<file path="config.mk">
export PLATFORM = sky130hd
export DESIGN_NAME = vga_color_ctrl_flat
export DESIGN_NICKNAME = d
export VERILOG_FILES = /design/src/rtl/vga_pkg.sv /design/src/rtl/vga_color_ctrl_if.sv /design/src/rtl/vga_color_ctrl_sw_debounce.sv /design/src/rtl/vga_color_ctrl.sv /design/src/flat_wrapper.sv
export SDC_FILE = /design/constraint.sdc
export NUM_CORES = 1
export LEC_CHECK = 0
export CELL_PAD_IN_SITES_DETAIL_PLACEMENT = 1
export CELL_PAD_IN_SITES_GLOBAL_PLACEMENT = 1
export CORE_AREA = 8 8 78 94
export CTS_BUF_LIST = sky130_fd_sc_hd__clkbuf_4 sky130_fd_sc_hd__clkbuf_8
export CTS_CLUSTER_DIAMETER = 200
export DETAILED_ROUTE_END_ITERATION = 8
export DIE_AREA = 0 0 86 102
export HOLD_SLACK_MARGIN = 0.08
export PLACE_DENSITY_LB_ADDON = 0.1
export SYNTH_ARGS = -nofsm -noshare
export SYNTH_HDL_FRONTEND = slang
export SYNTH_SLANG_ARGS = --single-unit
</file>
<file path="constraint.sdc">
create_clock -name clk -period 1.7 [get_ports clk]
set_clock_uncertainty 0.1 [all_clocks]
set_input_delay 0.34 -clock clk [delete_from_list [all_inputs] [get_ports clk]]
set_output_delay 0.34 -clock clk [all_outputs]
set_load 0.1 [all_outputs]
</file>
<file path="src/rtl/vga_pkg.sv">
// ---------------------------------------------------------------------------
// vga_pkg
// Shared constants and types for the VGA colour-path controller.
//   H_ACTIVE / V_ACTIVE : visible raster size of the 640x480 timing
//   BAR_W               : default test-pattern bar width in pixels
//   state_t             : commit FSM encoding (IDLE, WAIT_BLANK, COMMIT)
//   BLACK / WHITE       : named colour constants for the 3-bit {R,G,B} bus
// No ports; imported by every file of the colour path.
// ---------------------------------------------------------------------------
package vga_pkg;

   localparam int H_ACTIVE = 640;
   localparam int V_ACTIVE = 480;
   localparam int BAR_W    = 80;

   typedef enum logic [1:0] {
      IDLE       = 2'd0,
      WAIT_BLANK = 2'd1,
      COMMIT     = 2'd2
   } state_t;

   localparam logic [2:0] BLACK = 3'b000;
   localparam logic [2:0] WHITE = 3'b111;

endpackage

</file>
<file path="src/rtl/vga_color_ctrl_if.sv">
// ---------------------------------------------------------------------------
// vga_color_ctrl_if
// Bundles the raster timing, switch inputs and status/colour outputs of the
// colour controller.
//   pixel_x[9:0], pixel_y[8:0], video_on, v_sync : timing generator -> ctrl
//   swcolors[2:0], pattern_en                    : raw board switches -> ctrl
//   colors_out[2:0]                              : registered pixel colour
//   color_cfg[2:0], pattern_active, cfg_pending  : committed config / status
//   frame_cnt[7:0]                               : frame counter
// Modport slave is the controller's view, master is the driver's view.
// ---------------------------------------------------------------------------
interface vga_color_ctrl_if;
   import vga_pkg::*;

   logic [9:0] pixel_x;
   logic [8:0] pixel_y;
   logic       video_on;
   logic       v_sync;
   logic [2:0] swcolors;
   logic       pattern_en;
   logic [2:0] colors_out;
   logic [2:0] color_cfg;
   logic       pattern_active;
   logic       cfg_pending;
   logic [7:0] frame_cnt;

   modport master (
      output pixel_x, pixel_y, video_on, v_sync, swcolors, pattern_en,
      input  colors_out, color_cfg, pattern_active, cfg_pending, frame_cnt
   );

   modport slave (
      input  pixel_x, pixel_y, video_on, v_sync, swcolors, pattern_en,
      output colors_out, color_cfg, pattern_active, cfg_pending, frame_cnt
   );

endinterface

</file>
<file path="src/rtl/vga_color_ctrl_sw_debounce.sv">
// ---------------------------------------------------------------------------
// sw_debounce
// Two-flop synchroniser followed by a shared stability counter for a small
// bus of asynchronous switches.
//   clk, reset     : clock and synchronous active-high reset
//   i_raw[W-1:0]   : raw asynchronous switch bus
//   o_syn[W-1:0]   : synchronised switch value (output of the 2-flop chain)
//   o_sample[W-1:0]: last synchronised value the counter is timing
//   o_stable       : o_sample has held for DEB_CYCLES consecutive samples
// ---------------------------------------------------------------------------
module sw_debounce
   import vga_pkg::*;
#(
   parameter int          WIDTH      = 4,
   parameter logic [15:0] DEB_CYCLES = 16'd50000
) (
   input  logic             clk,
   input  logic             reset,
   input  logic [WIDTH-1:0] i_raw,
   output logic [WIDTH-1:0] o_syn,
   output logic [WIDTH-1:0] o_sample,
   output logic             o_stable
);

   logic [WIDTH-1:0] r_sync1;
   logic [WIDTH-1:0] r_sync2;
   logic [WIDTH-1:0] r_sample;
   logic [15:0]      r_cnt;

   // Any change in the synchronised value restarts the count; otherwise the
   // counter climbs and parks at its terminal value so stable stays high
   // for as long as the switches do not move.
   always_ff @(posedge clk) begin
      if (reset) begin
         r_sync1  <= '0;
         r_sync2  <= '0;
         r_sample <= '0;
         r_cnt    <= '0;
      end else begin
         r_sync1 <= i_raw;
         r_sync2 <= r_sync1;
         if (r_sync2 != r_sample) begin
            r_sample <= r_sync2;
            r_cnt    <= '0;
         end else if (r_cnt != DEB_CYCLES - 16'd1) begin
            r_cnt <= r_cnt + 16'd1;
         end
      end
   end

   assign o_syn    = r_sync2;
   assign o_sample = r_sample;
   assign o_stable = (r_cnt == DEB_CYCLES - 16'd1);

endmodule

</file>
<file path="src/rtl/vga_color_ctrl.sv">
// ---------------------------------------------------------------------------
// vga_color_ctrl
// Colour-path configuration controller for the 640x480 VGA datapath.
// Debounces the colour/pattern switches, commits a new setting only on a
// v_sync falling edge so the picture never tears, counts frames and drives
// the registered pixel colour (solid colour or 8 vertical bars).
//   clk, reset : clock and synchronous active-high reset
//   bus        : vga_color_ctrl_if.slave (timing in, switches in, colour and
//                status out)
// ---------------------------------------------------------------------------
module vga_color_ctrl
   import vga_pkg::*;
#(
   parameter logic [15:0] DEB_CYCLES  = 16'd50000,
   parameter logic [2:0]  RESET_COLOR = 3'b000,
   parameter int          BAR_W       = 80
) (
   input  logic              clk,
   input  logic              reset,
   vga_color_ctrl_if.slave   bus
);

   state_t     r_state;
   logic [2:0] r_colorCfg;
   logic       r_patternActive;
   logic       r_cfgPending;
   logic [2:0] r_colorsOut;
   logic [7:0] r_frameCnt;
   logic       r_vSyncD;

   logic [3:0] w_syn;
   logic [3:0] w_sample;
   logic       w_stable;
   logic       w_fe;
   logic [2:0] w_bar;
   logic       w_unusedPixelY;

   // Row is carried for completeness only; nothing here depends on it.
   assign w_unusedPixelY = ^bus.pixel_y;

   // Pattern request and colour share one debounce counter so a setting is
   // only considered once the whole switch bank has settled.
   sw_debounce #(
      .WIDTH      (4),
      .DEB_CYCLES (DEB_CYCLES)
   ) u_debounce (
      .clk      (clk),
      .reset    (reset),
      .i_raw    ({bus.pattern_en, bus.swcolors}),
      .o_syn    (w_syn),
      .o_sample (w_sample),
      .o_stable (w_stable)
   );

   // Falling edge of the active-low v_sync marks the frame boundary; the
   // delayed copy resets high so a low v_sync at release is not a false edge.
   always_ff @(posedge clk) begin
      if (reset) begin
         r_vSyncD   <= 1'b1;
         r_frameCnt <= '0;
      end else begin
         r_vSyncD <= bus.v_sync;
         if (w_fe) begin
            r_frameCnt <= r_frameCnt + 8'd1;
         end
      end
   end

   assign w_fe = r_vSyncD & ~bus.v_sync;

   // Commit sequencer. A stable setting that differs from the committed one
   // waits for the next frame edge; if the switches move meanwhile the wait
   // is abandoned, even when the edge arrives in that same cycle, and the new
   // value must settle again. cfg_pending mirrors "in WAIT_BLANK".
   always_ff @(posedge clk) begin
      if (reset) begin
         r_state         <= IDLE;
         r_colorCfg      <= RESET_COLOR;
         r_patternActive <= 1'b0;
         r_cfgPending    <= 1'b0;
      end else begin
         case (r_state)
            IDLE: begin
               if (w_stable && (w_sample != {r_patternActive, r_colorCfg})) begin
                  r_state      <= WAIT_BLANK;
                  r_cfgPending <= 1'b1;
               end
            end
            WAIT_BLANK: begin
               if (w_syn != w_sample) begin
                  r_state      <= IDLE;
                  r_cfgPending <= 1'b0;
               end else if (w_fe) begin
                  r_state      <= COMMIT;
                  r_cfgPending <= 1'b0;
               end
            end
            COMMIT: begin
               {r_patternActive, r_colorCfg} <= w_sample;
               r_state                       <= IDLE;
            end
            default: begin
               r_state      <= IDLE;
               r_cfgPending <= 1'b0;
            end
         endcase
      end
   end

   // Bar index from a comparator chain against multiples of BAR_W; anything
   // at or past the seventh boundary, including off-screen columns, is bar 7.
   always_comb begin
      w_bar = 3'd7;
      for (int i = 6; i >= 0; i--) begin
         if (bus.pixel_x < 10'((i + 1) * BAR_W)) begin
            w_bar = 3'(i);
         end
      end
   end

   // Pixel colour register: blanking forces black, otherwise bars or the
   // committed solid colour.
   always_ff @(posedge clk) begin
      if (reset) begin
         r_colorsOut <= BLACK;
      end else if (!bus.video_on) begin
         r_colorsOut <= BLACK;
      end else if (r_patternActive) begin
         r_colorsOut <= w_bar;
      end else begin
         r_colorsOut <= r_colorCfg;
      end
   end

   assign bus.colors_out     = r_colorsOut;
   assign bus.color_cfg      = r_colorCfg;
   assign bus.pattern_active = r_patternActive;
   assign bus.cfg_pending    = r_cfgPending;
   assign bus.frame_cnt      = r_frameCnt;

endmodule

</file>
<file path="src/flat_wrapper.sv">
// flat-port wrapper written by rule: the top's interface ports become plain ports
module vga_color_ctrl_flat import vga_pkg::*;
#(
   parameter logic [15:0] DEB_CYCLES  = 16'd50000,
   parameter logic [2:0]  RESET_COLOR = 3'b000,
   parameter int          BAR_W       = 80
)
  (clk, reset, bus_pixel_x, bus_pixel_y, bus_video_on, bus_v_sync, bus_swcolors, bus_pattern_en, bus_colors_out, bus_color_cfg, bus_pattern_active, bus_cfg_pending, bus_frame_cnt);
  vga_color_ctrl_if bus_i ();
  input  logic clk;
  input  logic reset;
  input wire logic [$bits(bus_i.pixel_x)-1:0] bus_pixel_x;
  input wire logic [$bits(bus_i.pixel_y)-1:0] bus_pixel_y;
  input wire logic [$bits(bus_i.video_on)-1:0] bus_video_on;
  input wire logic [$bits(bus_i.v_sync)-1:0] bus_v_sync;
  input wire logic [$bits(bus_i.swcolors)-1:0] bus_swcolors;
  input wire logic [$bits(bus_i.pattern_en)-1:0] bus_pattern_en;
  output wire logic [$bits(bus_i.colors_out)-1:0] bus_colors_out;
  output wire logic [$bits(bus_i.color_cfg)-1:0] bus_color_cfg;
  output wire logic [$bits(bus_i.pattern_active)-1:0] bus_pattern_active;
  output wire logic [$bits(bus_i.cfg_pending)-1:0] bus_cfg_pending;
  output wire logic [$bits(bus_i.frame_cnt)-1:0] bus_frame_cnt;
  assign bus_i.pixel_x = bus_pixel_x;
  assign bus_i.pixel_y = bus_pixel_y;
  assign bus_i.video_on = bus_video_on;
  assign bus_i.v_sync = bus_v_sync;
  assign bus_i.swcolors = bus_swcolors;
  assign bus_i.pattern_en = bus_pattern_en;
  assign bus_colors_out = bus_i.colors_out;
  assign bus_color_cfg = bus_i.color_cfg;
  assign bus_pattern_active = bus_i.pattern_active;
  assign bus_cfg_pending = bus_i.cfg_pending;
  assign bus_frame_cnt = bus_i.frame_cnt;
  vga_color_ctrl #(.DEB_CYCLES(DEB_CYCLES), .RESET_COLOR(RESET_COLOR), .BAR_W(BAR_W)) u_core (.clk(clk), .reset(reset), .bus(bus_i));
endmodule
</file>
==> flow_summary.toml, run 1 <==
[pwr]
switching_share = 0.231
internal_power_mw = 1.71
ir_drop_v = 0.000507
power_switching_mw = 0.514
combPwrFrac = 0.098
seqPwrFrac = 0.512
power.leakage_nw = 1.16
p_per_area_nw_per_um2 = 758
clkPwrFrac = 0.390

[critical_path]
critPathMostFrequentCell = "buf_4"
critPathLaunchType = "flop"
required_ns = 1.79
cp.buffers_inverters = 3
critPathArrivalTime_ns = 1.83
crit_type = "reg2reg"
path_cells = "or4b_4 > nor4_4 > buf_6 > buf_4 > buf_4 > nor3_1"
max_stage_delay_ns = 0.54
cp_slowest_cell = "or4b_4"
cp_max_fo = 8
path_delay_family = "simple AND/OR/NAND/NOR gates"
end_kind = "flop"

[global_routing]
grt_max_degree = 24
overflow = 0
first_global_vias = 1837
antenna_found_initial = 0
groute.usage.overall = 0.111
grt_pass1_wl_mm = 7.97

[sta]
fin_ws_ns = -0.0414
worstMarginPinSlew_ns = 0.377
finalMaxSlewViolations = 0
whs_ns = 0.351
period_minus_slack_ns = 1.74
finalSetupViolCount = 8
finalCritPeriodShare = 1.02
tns_ns = -0.207
hold_viol = 0
maxSlewHeadroom = 0.747
rsz0062_at_grt = "true"
fmax_mhz = 574

[die]
core_sq_um = 5860
die_h_um = 102
io_pins = 43
row_count = 31
fp.dieArea_sq_um = 8770
fp.dieW_um = 86
initial_utilization = 0.339

[synthesis]
synth-seq-cells = 47
synth-main-ff-cell = "dfxtp_1"
synth.net_count = 243
synthArstFlopShare = 0
synth_top_cells_by_area = "dfxtp_1, xor2_1, nor2_1, nor2b_1, xnor2_1"
avgSynthCellArea_sq_um = 9.27
syn-instance-count = 214
netlist_top_cells_count = "dfxtp_1, nor2_1, xor2_1"
synth.yosys.seq_area_share = 0.474
synth.distinct_cells = 35
synth_warnings = 0
synth_top_area_frac = 0.474
yosysMostFrequentCell = "dfxtp_1"
yosysTopAreaCell = "dfxtp_1"
synth_edf_count = 0
synth_area_sq_um = 1980

[clock_tree]
clock_latency_ns = 0.30
numClockSinks = 47
clock_path_buffers = 2
cts_tree = "done"
htree_levels = 2
cts_buffers = 5
root_buffer = "clkbuf_8"
path_clk_slew_ns = 0.09

[cells_and_area]
multi_input_area_sq_um = 1040
antennaDiodeCount = 0
fillers = 645
regArea_sq_um = 955
layout.nets = 301
syn_to_final_growth_pct = 48.1
final_util = 0.502
drive_gt1_frac = 0.286

[placement]
place_congestion = 0.752
dp_hpwl_mm = 3.39
place_ws_ns = -0.0563
io_buffers = 29

[job]
cap_violations = 0

[route]
drc = 0
dr.pass1.iters = 6
via_per_inst = 4.71
wl_mm = 4.59
dr_total_vias = 1672
ant_nets = 0
drt-initial-drc-count = 36
wl_per_cell_um = 12.9

[status]
outcome = "finished, violations left"
violations = "setup timing"

[min_path]
hold_class = "reg2reg"
-- power by group through the flow --
stage | Clock, mW | Sequential (mW) | Combinational (mW)
finish | 0.869 | 1.14 | 0.219
global placement | 0 | 1.16 | 0.213
global route | 0.934 | 1.14 | 0.241
floorplan | 0 | 1.19 | 0.0804
detailed placement | 0 | 1.17 | 0.216
CTS | 0.896 | 1.14 | 0.217
-- per-stage QoR --
| stage | instances | area, sq um | total power [mW] |
|---|---|---|---|
| 6_report | 355 | 2940 | 2.23 |
| 5_1_grt | 355 | 2940 | 2.32 |
| 4_1_cts | 351 | 2860 | 2.25 |
| 3_5_place_dp | 342 | 2730 | 1.38 |
| 3_3_place_gp | 342 | 2730 | 1.38 |
| 2_1_floorplan | 214 | 2000 | 1.27 |
-- metal layers --
metal	GRT usage	routed length, um	up-vias
met3	0.0306	123	2
met2	0.212	2440	16
met5	0	0	-
li1	-	-	857
met1	0.115	1990	797
met4	0.0324	30	0
-- sequential cells by signal, summed over array words and instances, names as in the netlist, 2 cells and up --
signal / count
u_core.bus.frame_cnt: 8
u_core.u_debounce.o_syn: 4
u_core.u_debounce.o_sample: 4
u_core.bus.colors_out: 3
u_core.u_debounce.r_sync1: 4
u_core.u_debounce.r_cnt: 16
u_core.bus.color_cfg: 3
u_core.r_state: 2
-- placed cells by master (no fill, tap or decap), drive strengths merged, types with 2 or more instances in the layout --
cell	Yosys	routed
dfxtp	47	47
buf	2	46
nor2	25	25
xor2	16	16
nor2b	15	15
clkdlybuf4s50	0	13
nand4	10	10
o21ai	10	10
xnor2	9	9
nand3	9	9
mux2i	7	7
inv	6	7
nor3	6	6
nand2	6	6
clkbuf	6	6
a21oi	6	6
and3	5	5
or3	4	4
nor4	4	4
nand2b	3	3
or4b	2	2
nand3b	2	2
a31oi	2	2
ha	2	2
-- final cells by class --
class                      count  share of cell area
multi-input combinational    153               0.356
sequential                    47               0.325
timing repair buffer          59               0.236
tap                           82              0.0349
clock buffer                   6              0.0281
clock inverter                 2              0.0132
inverter                       6             0.00767
-- cell families (layout without fill, tap and decap cells) --
family	count (synthesis)	count (layout)	synth area share
AND/OR/NAND/NOR	95	95	0.269
flip-flops	47	47	0.474
XOR/XNOR	25	25	0.110
AO/OA/AOI/OAI	23	23	0.0669
buffers and inverters	14	73	0.0265
multiplexers	7	7	0.0353
adder cells (fa/ha/maj)	3	3	0.0177
-- final timing paths --
kind / start / endpoint / slack [ns] / cells past startpoint
worst min-delay path: u_core.u_debounce.r_sync1[3] / u_core.u_debounce.o_syn[3] / 0.35 / 1
worst max-delay path: u_core.u_debounce.r_cnt[7] / u_core.u_debounce.r_cnt[4] / -0.04 / 6
worst max register to register: u_core.u_debounce.r_cnt[7] / u_core.u_debounce.r_cnt[4] / -0.04 / 6
worst min register to register: u_core.u_debounce.r_sync1[3] / u_core.u_debounce.o_syn[3] / 0.35 / 1
-- timing repair --
| item | 4_1_cts | 5_1_grt |
|---|---|---|
| setup endpoints to repair | 8 | 13 |
| pin swaps | 2 | 3 |
| hold buffers | 0 | 0 |
| endpoints found under the hold margin | 0 | 0 |
| gates resized for setup | 1 | 13 |
| buffers inserted | 1 | 4 |
Power figures use the tool's default switching activity.
==> inputs of run 2 (changes only) <==
==> constraint.sdc (replaced) <==
create_clock -name clk -period 1.7 [get_ports clk]
set_clock_uncertainty 0.1 [all_clocks]
set_input_delay 0.34 -clock clk [delete_from_list [all_inputs] [get_ports clk]]
set_output_delay 0.34 -clock clk [all_outputs]
set_load 0.005 [all_outputs]
==> run 2 against run 1 <==
Effect of this change: the run still ends with setup timing left; wire length shrank 0.81%; non-clock buffer count rose by 2; critical path depth is 1 lower; hold slack got worse by 0.0037 ns; sequential cell count did not move; worst setup slack gained 0.015 ns; cell count up 0.56%; power decreased by 2.4%; register-to-register slack about the same; critical endpoint is now u_core.u_debounce.r_cnt[1].
==> flow_summary.toml, run 2 (synthesis results as in run 1) <==
[route]
via_per_inst = 4.74
drt-initial-drc-count = 49
dr_total_vias = 1691
wl_per_cell_um = 12.8
dr.pass1.iters = 4
ant_nets = 0
drc = 0
wl_mm = 4.55

[global_routing]
antenna_found_initial = 0
grt.met3_usage = 0.0274
grtUsageMet1 = 0.116
grt_busiest_layer = "met2"
grt_use_met2 = 0.195
groute.usage.overall = 0.106
first_global_vias = 1712
grt_max_degree = 21
grt_pass1_wl_mm = 7.56
overflow = 0

[sta]
hold_viol = 0
tns_ns = -0.0412
finalCritPeriodShare = 1.02
worstMarginPinSlew_ns = 0.277
finalSetupViolCount = 3
rsz0062_at_grt = "true"
fmax_mhz = 579
maxSlewHeadroom = 0.814
fin_ws_ns = -0.0266
period_minus_slack_ns = 1.73
whs_ns = 0.347
finalMaxSlewViolations = 0

[die]
row_count = 31
fp.dieW_um = 86
initial_utilization = 0.339
io_pins = 43
die_h_um = 102
core_sq_um = 5860
fp.dieArea_sq_um = 8770

[clock_tree]
cts_buffers = 5
root_buffer = "clkbuf_8"
cts_hold_buf = 0
clock_path_buffers = 2
clock_latency_ns = 0.30
cts_tree = "done"
numClockSinks = 47
path_clk_slew_ns = 0.10
htree_levels = 2

[pwr]
internal_power_mw = 1.67
power_switching_mw = 0.501
power.leakage_nw = 1.08
total_power_mw = 2.18
p_per_area_nw_per_um2 = 787
switching_share = 0.230
combPwrFrac = 0.085
clkPwrFrac = 0.392
seqPwrFrac = 0.522
ir_drop_v = 0.000412

[cells_and_area]
layout.nets = 303
largest_reg_flops = 16
drive_gt1_frac = 0.222
syn_to_final_growth_pct = 39.4
top_register = "u_core.u_debounce.r_cnt"
antennaDiodeCount = 0
final_common_cell = "dfxtp_1"
mostFrequentLayoutCells = "dfxtp_1, buf_4, clkdlybuf4s50_1"

[critical_path]
critPathArrivalTime_ns = 1.83
required_ns = 1.80
cp_max_fo = 8
end_kind = "flop"
critPathLaunchType = "flop"
crit_type = "reg2reg"

[placement]
dp_hpwl_mm = 3.43
place_congestion = 0.726
io_buffers = 29

[min_path]
hold_class = "reg2reg"

[status]
violations = "setup timing"
outcome = "finished, violations left"

[job]
cap_violations = 0
run 2: final timing paths:
kind                                start                    endpoint  slack [ns]  cells past startpoint
max            u_core.u_debounce.r_cnt[7]  u_core.u_debounce.r_cnt[1]       -0.03                      5
min          u_core.u_debounce.r_sync1[1]  u_core.u_debounce.o_syn[1]        0.35                      1
max reg2reg    u_core.u_debounce.r_cnt[7]  u_core.u_debounce.r_cnt[1]       -0.03                      5
min reg2reg  u_core.u_debounce.r_sync1[1]  u_core.u_debounce.o_syn[1]        0.35                      1
run 2: timing repair:
action                     CTS  global route
pin swaps                    2             1
resized for setup            6            11
setup buffers                1             1
cloned                       0             0
setup endpoints to repair   11            17
run 2: power groups by stage:
stage	combinational (mW)	sequential (mW)	clock [mW]
after floorplan	0.0805	1.16	0
after global placement	0.178	1.16	0
after detailed placement	0.181	1.16	0
after CTS	0.182	1.14	0.892
after global routing	0.204	1.14	0.926
final	0.185	1.14	0.854
run 2: critical path, cell delays in order, from the launching register on:
cell and delay, ns:
dfxtp_1 0.32, or4b_4 0.54, nor4_4 0.27, buf_6 0.16, mux2i_1 0.18, nor2_1 0.05
run 2: metal layers:
layer / part of all wire / wire (um) / vias to the layer above
met5: 0 / 0 / -
met4: 0.0094 / 43 / 0
met3: 0.030 / 136 / 4
met2: 0.52 / 2380 / 22
met1: 0.44 / 1990 / 804
li1: - / - / 861
run 2: layout make-up:
class	instances	area, sq um
Fill cell	666	3090
Multi-Input combinational cell	153	1020
Sequential cell	47	958
Timing Repair Buffer	61	547
Tap cell	82	103
Clock buffer	5	68.8
Clock inverter	3	47.5
Inverter	6	22.5
run 2: metrics by stage:
| step | instances | setup WS [ns] | util | cell area (sq um) |
|---|---|---|---|---|
| after CTS | 356 | -0.0574 | 0.465 | 2730 |
| after global routing | 357 | -0.102 | 0.472 | 2760 |
| after global placement | 347 | -0.0713 | 0.443 | 2590 |
| after detailed placement | 347 | -0.0850 | 0.443 | 2590 |
| final | 357 | -0.0266 | 0.472 | 2760 |
| after floorplan | 214 | -0.0740 | - | 1990 |
